$ cat src/rtl/datapath_pkg.sv
// Shared widths, instruction field positions and constants for the decode/register-read stage.
package datapath_pkg;

  localparam int DATA_W   = 32;
  localparam int ADDR_W   = 5;
  localparam int IMM_W    = 16;
  localparam int NUM_REGS = 2 ** ADDR_W;
  localparam int CNT_W    = 16;

  localparam int OPCODE_MSB = 31;
  localparam int OPCODE_LSB = 26;
  localparam int RS1_MSB    = 25;
  localparam int RS1_LSB    = 21;
  localparam int RS2_MSB    = 20;
  localparam int RS2_LSB    = 16;
  localparam int RD_MSB     = 15;
  localparam int RD_LSB     = 11;
  localparam int IMM_MSB    = 15;
  localparam int IMM_LSB    = 0;

  localparam logic [ADDR_W-1:0] REG_ZERO = '0;

endpackage

$ cat src/rtl/register_file.sv
// Architectural register file: flop storage, two combinational read ports, commit counter.
// Optional write-through forwarding to the read ports when WB_BYPASS_EN is defined.
module register_file
  import datapath_pkg::*;
(
  input  logic              clk,
  input  logic              reset,
  input  logic              we_i,
  input  logic [ADDR_W-1:0] wb_addr_i,
  input  logic [DATA_W-1:0] wb_data_i,
  input  logic [ADDR_W-1:0] rs1_addr_i,
  input  logic [ADDR_W-1:0] rs2_addr_i,
  output logic [DATA_W-1:0] rdata_a_o,
  output logic [DATA_W-1:0] rdata_b_o,
  output logic [CNT_W-1:0]  write_count_o
);

  logic [DATA_W-1:0] regs_q [NUM_REGS];
  logic [CNT_W-1:0]  count_q, count_d;
  logic              wr_en;

  // Gating with reset keeps a forwarded value off the operands while the file is held clear.
  assign wr_en   = we_i && (wb_addr_i != REG_ZERO) && !reset;
  assign count_d = wr_en ? count_q + CNT_W'(1) : count_q;

  always_ff @(posedge clk or posedge reset) begin
    if (reset) begin
      for (int i = 0; i < NUM_REGS; i++) regs_q[i] <= '0;
      count_q <= '0;
    end else begin
      count_q <= count_d;
      if (wr_en) regs_q[wb_addr_i] <= wb_data_i;
    end
  end

  always_comb begin
    rdata_a_o = (rs1_addr_i == REG_ZERO) ? '0 : regs_q[rs1_addr_i];
    rdata_b_o = (rs2_addr_i == REG_ZERO) ? '0 : regs_q[rs2_addr_i];
`ifdef WB_BYPASS_EN
    if (wr_en && (wb_addr_i == rs1_addr_i)) rdata_a_o = wb_data_i;
    if (wr_en && (wb_addr_i == rs2_addr_i)) rdata_b_o = wb_data_i;
`endif
  end

  assign write_count_o = count_q;

endmodule

$ cat src/rtl/operand_fetch.sv
// Decode/register-read stage: field split, immediate sign extension, register file read.
// Define WB_BYPASS_EN to forward the write-back result to matching operands in the same cycle.
module operand_fetch
  import datapath_pkg::*;
(
  input  logic              clk,
  input  logic              reset,
  input  logic [31:0]       instruction,
  input  logic              RegWrite,
  input  logic [ADDR_W-1:0] wb_addr,
  input  logic [DATA_W-1:0] wb_data,
  output logic [5:0]        opcode,
  output logic [ADDR_W-1:0] rd_addr,
  output logic [DATA_W-1:0] operand_a,
  output logic [DATA_W-1:0] operand_b,
  output logic [DATA_W-1:0] extended_constant,
  output logic [CNT_W-1:0]  write_count
);

  logic [ADDR_W-1:0] rs1_addr, rs2_addr;
  logic [IMM_W-1:0]  imm;

  assign opcode   = instruction[OPCODE_MSB:OPCODE_LSB];
  assign rs1_addr = instruction[RS1_MSB:RS1_LSB];
  assign rs2_addr = instruction[RS2_MSB:RS2_LSB];
  assign rd_addr  = instruction[RD_MSB:RD_LSB];
  assign imm      = instruction[IMM_MSB:IMM_LSB];

  assign extended_constant = {{(DATA_W-IMM_W){imm[IMM_W-1]}}, imm};

  register_file u_register_file (
    .clk           (clk),
    .reset         (reset),
    .we_i          (RegWrite),
    .wb_addr_i     (wb_addr),
    .wb_data_i     (wb_data),
    .rs1_addr_i    (rs1_addr),
    .rs2_addr_i    (rs2_addr),
    .rdata_a_o     (operand_a),
    .rdata_b_o     (operand_b),
    .write_count_o (write_count)
  );

endmodule

$ cat config.mk
export PLATFORM = sky130hd
export DESIGN_NAME = operand_fetch
export DESIGN_NICKNAME = d
export VERILOG_FILES = /design/src/rtl/datapath_pkg.sv /design/src/rtl/register_file.sv /design/src/rtl/operand_fetch.sv
export SDC_FILE = /design/constraint.sdc
export NUM_CORES = 2
export LEC_CHECK = 0
export CAP_MARGIN = 10
export CORE_ASPECT_RATIO = 1.2
export CORE_MARGIN = 5
export CORE_UTILIZATION = 40
export CTS_CLUSTER_SIZE = 28
export DETAILED_ROUTE_END_ITERATION = 7
export GPL_TIMING_DRIVEN = 0
export SLEW_MARGIN = 15
export SYNTH_ARGS = -nofsm -noshare
export SYNTH_HDL_FRONTEND = slang
export SYNTH_SLANG_ARGS = --single-unit
$ cat constraint.sdc
create_clock -name clk -period 35.7 [get_ports clk]
set_clock_uncertainty 0.05 [all_clocks]
set_input_delay 3.57 -clock clk [delete_from_list [all_inputs] [get_ports clk]]
set_output_delay 3.57 -clock clk [all_outputs]
set_load 0.05 [all_outputs]
Yosys cells after proc, flatten, opt, wreduce, memory -nomap -nowiden --
Index checks and enable logic that the tools add are counted.
Cells by class: add/subtract/negate cells 1, order comparisons 4, mux-type cells 11, bitwise gates (word level) 3, reductions and logical operators 7
Operators with widths (count):
- 1024-bit bitwise mux | 1
- 32-bit binary-select mux with 5-bit select | 2
- 32-bit two-way mux | 7
- 32-bit demux with 5-bit select | 1
- 6-bit greater-or-equal comparator, second input constant | 3
- 5-bit NOT with 6-bit output | 3
- 16-bit by 1-bit adder with 16-bit output, second input constant | 1
- 5-bit logical NOT | 2
- 6-bit by 1-bit less-than comparator with 1-bit output, second input constant | 1
- 5-bit nonzero test | 1
- 1-bit logical AND | 3
- 1-bit logical NOT | 1
Storage, ports and cells: register bits after elaboration 1040, input bits 72, output and inout bits 123

Depth between registers and ports, before layout --
depth in word-level cells 6, mapped depth 7, mapped depth without buffers 4

Hierarchy --
Synthesis repeated with hierarchy kept, for this count alone.
Second synthesis, totals: cell total of the unflattened synthesis 3844, area, all modules 55640.9 µm²
By module, submodules not included:
- register_file | instances 1, cells each 3801, area an instance 55318.1 µm²
- operand_fetch | instances 1, cells each 43, area an instance 322.8 µm²

Least setup slack after synthesis --
OpenSTA, ideal clock, no wires.
kind input to output, start input instruction[21], end output operand_a[11], data arrival time 5.903 ns, required time 32.080 ns, setup slack 26.177 ns, stages 7, path buffers 3, cells stage by stage buf_2 buf_4 nor2_1 clkbuf_1 a221oi_1 o21ai_0 a311oi_1
On the way: longest elaborated chain between the ends 5, elaborated cells on any way between the ends 6, those cells by class 4 x mux; 1 x bitwise; 1 x reduce/logical
RTL lines:
- start: declaration | line operand_fetch.sv:8 | input logic [31:0] instruction,
- 5-bit NOT with 6-bit output (not written as such) | line register_file.sv:37 | rdata_a_o = (rs1_addr_i == REG_ZERO) ? '0 : regs_q[rs1_addr_i];
- 32-bit binary-select mux with 5-bit select | line register_file.sv:37
- 32-bit two-way mux (not written as such) (2 in series) | line register_file.sv:37
- 32-bit two-way mux * | line register_file.sv:37
- end: declaration | line operand_fetch.sv:14 | output logic [DATA_W-1:0] operand_a,
Every way passes the cells marked *; elsewhere a longest branch is shown, timed or not. The select of a mux whose other input is x is not followed.

Final worst setup path --
start input instruction[19], end output operand_b[16]
On the way: longest elaborated chain between the ends 5, elaborated cells on any way between the ends 6, those cells by class 4 x mux; 1 x bitwise; 1 x reduce/logical
RTL lines:
- 5-bit NOT with 6-bit output (not written as such) | line register_file.sv:38 | rdata_b_o = (rs2_addr_i == REG_ZERO) ? '0 : regs_q[rs2_addr_i];
- 32-bit binary-select mux with 5-bit select | line register_file.sv:38
- 32-bit two-way mux (not written as such) (2 in series) | line register_file.sv:38
- 32-bit two-way mux * | line register_file.sv:38
- end: declaration | line operand_fetch.sv:15 | output logic [DATA_W-1:0] operand_b,
Marked as above.

==> metrics.md <==
| Metric | Value |
|---|---|
| Run status | `finished, final reports clean` |
| Number of clock buffers inserted by TritonCTS | `109` |
| Reg2reg path depth | `4` |
| Gate family responsible for the most delay along the worst path | `buffers and inverters` |
| Least-Margin Pin Slew | `1.34 ns` |
| Max Fanout on Critical Path | `10` |
| Global router's overall resource usage | `29.7%` |
| Summed instance area of the synthesized netlist | `55600 um2` |
| Highest attainable clock frequency | `84.0 MHz` |
| Pwr per Cell Area | `52.0 nW/um2` |
| Initial DRC count | `4686` |
| Kind of launch point of the worst setup path | `input pin` |
| Hold-fix buffers, CTS | `0` |
| Total number of vias | `38.5k` |
| Total DRC errors in the routed layout | `0` |
| CP Data Required Time | `32.08 ns` |
| Global route total overflow | `0` |
| Min-delay worst type | `register to register` |
| Total nets after synthesis | `3799` |
| Detail-routed net length per standard cell | `37.0 um` |
| Final #Nets | `4085` |
| Placed wire-length estimate | `151 mm` |
| Area share of the leading cell type in the synthesized netlist | `46.8%` |
| Cell with the biggest individual delay on the critical path | `sky130_fd_sc_hd__clkdlybuf4s50_1` |
| Cell-by-cell trace of the critical path | `clkdlybuf4s50_1, clkbuf_1, nor2b_1, buf_2, a22oi_1, a311oi_1, clkdlybuf4s50_1` |
| Number of instances in the synthesized netlist | `3726` |
| Max capacitance violation total | `0` |
| Setup_tns | `0 ns` |
| Clock tree from TritonCTS | `done` |
| Setup Crit Path Kind | `input pin to primary output` |
| Top-Level Pins | `195` |
| Remaining antenna violation count after routing | `0` |
| DIE HEIGHT | `419 um` |
| Unrepaired setup endpoints after global routing | `no` |
| Crit. path cell count | `7` |
| Number of standard-cell rows in the floorplan | `150` |
| Slew HR | `10.8%` |
| CP bufs+invs | `4` |
| Final estimated routing congestion in global placement | `0.920` |
| Source-to-sink clock delay at the later pin of the worst-skew pair | `0.72 ns` |
| Global-route wire length before repair | `305 mm` |
| Synthesis Warnings | `0` |
| Overall die width | `350 um` |
| Leakage | `28.0 nW` |
| FILL cells | `12.5k` |
| Final core utilization | `45.9%` |
| Largest net degree at the start of global routing | `106` |
| Post-synth top flop | `sky130_fd_sc_hd__dfrtp_1` |
| Number of enable flip-flop cells after synthesis | `0` |
| Proportion of synthesized flip-flops having asynchronous set or reset | `100%` |
| Count of different cell masters after synthesis | `45` |
| Detailed Route WL | `220 mm` |
| Initial antenna violation count | `6` |
| Post-route minimum period | `11.91 ns` |
| Worst IR Drop VDD | `0.0371 mV` |
| Synthesis-to-layout area growth | `14.5%` |
| Number of iterations in the first detailed-routing pass | `5` |
| Max-slew violation total from the final report | `0` |
| # setup viols final | `0` |
| Period Utilization, post-route | `33.4%` |
| Buffers on Ports | `162` |
| Clock slew at the register clock pins of the worst setup and hold paths | `0.06 ns` |
| Cell chosen for the clock root | `sky130_fd_sc_hd__clkbuf_16` |
| Post-CTS Setup Repair Bufs | `0` |
| Register area share after synthesis | `46.8%` |
| Endpoint kind of the worst setup timing path | `primary output` |
| Max clock buf depth | `3` |
| Library cell with the highest instance count after synthesis | `sky130_fd_sc_hd__dfrtp_1` |
| Detail-routed via count per cell | `6.49` |
| Number of instances resized during post-cts repair | `0` |
| DIE AREA | `147000 um2` |
| Initial Util | `40.1%` |
| Via count of the first global-routing pass | `39.1k` |
| Area contributors post-synth | `sky130_fd_sc_hd__dfrtp_1, sky130_fd_sc_hd__mux2_2, sky130_fd_sc_hd__mux4_2, sky130_fd_sc_hd__mux2i_1, sky130_fd_sc_hd__buf_4` |
| Most frequent cells after synthesis | `sky130_fd_sc_hd__dfrtp_1, sky130_fd_sc_hd__mux2_2, sky130_fd_sc_hd__mux4_2` |
| Hold Path Cell Cnt | `1` |
| CP max stage delay | `0.97 ns` |
| Critical Path Most Common Cell | `sky130_fd_sc_hd__clkdlybuf4s50_1` |
| Area inside the core boundary | `139000 um2` |
| Sinks on the clock net | `1040` |
| Arrival time of the worst setup path | `8.29 ns` |
| Fraction of layout instances using a drive strength above 1 | `48.2%` |
| Area leader, netlist | `sky130_fd_sc_hd__dfrtp_1` |
| Mean post-synth cell area | `14.9 um2` |
| Level count of the clock H-tree | `3` |
| Final Hold Viols | `0` |
| Yosys reg bits | `1040` |
stage by stage:
step                worst slack [ns]  cells  power [mW]  instance area [um2]  hold slack (ns)
global route                   23.94   5927        3.42                63700            0.446
floorplan                       2.81   3726        1.89                55600            0.391
global placement              -10.49   5712        2.08                59500            0.402
detailed placement             24.02   5725        2.10                59900            0.414
CTS                            24.00   5927        3.31                63700            0.432
finish                         23.79   5936        3.32                63700            0.427
worst reg2reg max path: stages, from the launching register on:
cell and delay, ns:
sky130_fd_sc_hd__dfrtp_1 0.42, sky130_fd_sc_hd__and3_1 0.25, sky130_fd_sc_hd__nand4_1 0.25, sky130_fd_sc_hd__a2111oi_0 0.60, sky130_fd_sc_hd__xor2_1 0.13
cell type report:
class	instances	area, um2	area share (%)
multi-input combinational	2211	27200	42.6
sequential	1040	26000	40.8
clock buffer	153	3200	5.01
buffer	470	2470	3.87
tap	1824	2280	3.58
timing repair buffer	175	1960	3.08
clock inverter	49	593	0.931
inverter	5	26.3	0.0412
antenna	9	22.5	0.0353
per-layer routing:
metal / vias to the layer above / GRT usage [%] / wire, um
met3: 682 / 7.41 / 20000
met1: 20700 / 36.4 / 80900
met4: 6 / 17.8 / 15700
met5: - / 0 / 38
met2: 2212 / 47.5 / 103000
li1: 14900 / - / -
logic make-up (layout without fill, tap and decap cells):
| family | count (synthesis) | count (layout) | share of synthesized area, % |
|---|---|---|---|
| AOI/OAI and AO/OA | 368 | 368 | 4.79 |
| xor gates and xnor gates | 15 | 15 | 0.236 |
| adders and majority gates | 1 | 1 | 0.0225 |
| buffers and inverters | 475 | 852 | 4.45 |
| DFF | 1040 | 1040 | 46.8 |
| muxes | 1633 | 1633 | 41.8 |
| other | 0 | 9 | 0 |
| and+or+nand+nor | 194 | 194 | 1.91 |
sequential cells by signal, indices dropped and copies added, names as in the netlist:
register                       cells
u_register_file.regs_q          1024
u_register_file.write_count_o     16
where the power goes:
group	switching, mW	internal, mW
Sequential	0.115	1.33
Clock	0.520	0.711
Combinational	0.321	0.317
Total	0.956	2.36
cells in the final DEF (no fill, tap or decap), types with 60 or more instances in the layout:
cell type | netlist | final
sky130_fd_sc_hd__a211oi_1 | 64 | 64
sky130_fd_sc_hd__a22oi_1 | 64 | 64
sky130_fd_sc_hd__a311oi_1 | 64 | 64
sky130_fd_sc_hd__buf_2 | 146 | 146
sky130_fd_sc_hd__buf_4 | 105 | 105
sky130_fd_sc_hd__clkbuf_1 | 201 | 207
sky130_fd_sc_hd__clkbuf_16 | 0 | 111
sky130_fd_sc_hd__clkdlybuf4s50_1 | 0 | 162
sky130_fd_sc_hd__dfrtp_1 | 1040 | 1040
sky130_fd_sc_hd__mux2_2 | 1037 | 1037
sky130_fd_sc_hd__mux2i_1 | 128 | 128
sky130_fd_sc_hd__mux4_2 | 448 | 448
sky130_fd_sc_hd__nand2_1 | 60 | 60
sky130_fd_sc_hd__nor2b_1 | 69 | 69
sky130_fd_sc_hd__o21ai_0 | 99 | 99
worst paths after layout:
kind | startpoint | to | slack (ns)
worst min register to register | u_register_file.regs_q[994]$_DFFE_PP0P_ | u_register_file.regs_q[994]$_DFFE_PP0P_ | 0.43
worst max register to register | u_register_file.write_count_o[4]$_DFFE_PP0P_ | u_register_file.write_count_o[10]$_DFFE_PP0P_ | 33.85
max in group asynchronous | reset | u_register_file.regs_q[742]$_DFFE_PP0P_ | 30.94
worst max-delay path | instruction[19] | operand_b[16] | 23.79
worst min-delay path | u_register_file.regs_q[994]$_DFFE_PP0P_ | u_register_file.regs_q[994]$_DFFE_PP0P_ | 0.43
min in group asynchronous | reset | u_register_file.regs_q[86]$_DFFE_PP0P_ | 3.26
Note: power is estimated with default switching activity, not from simulation.
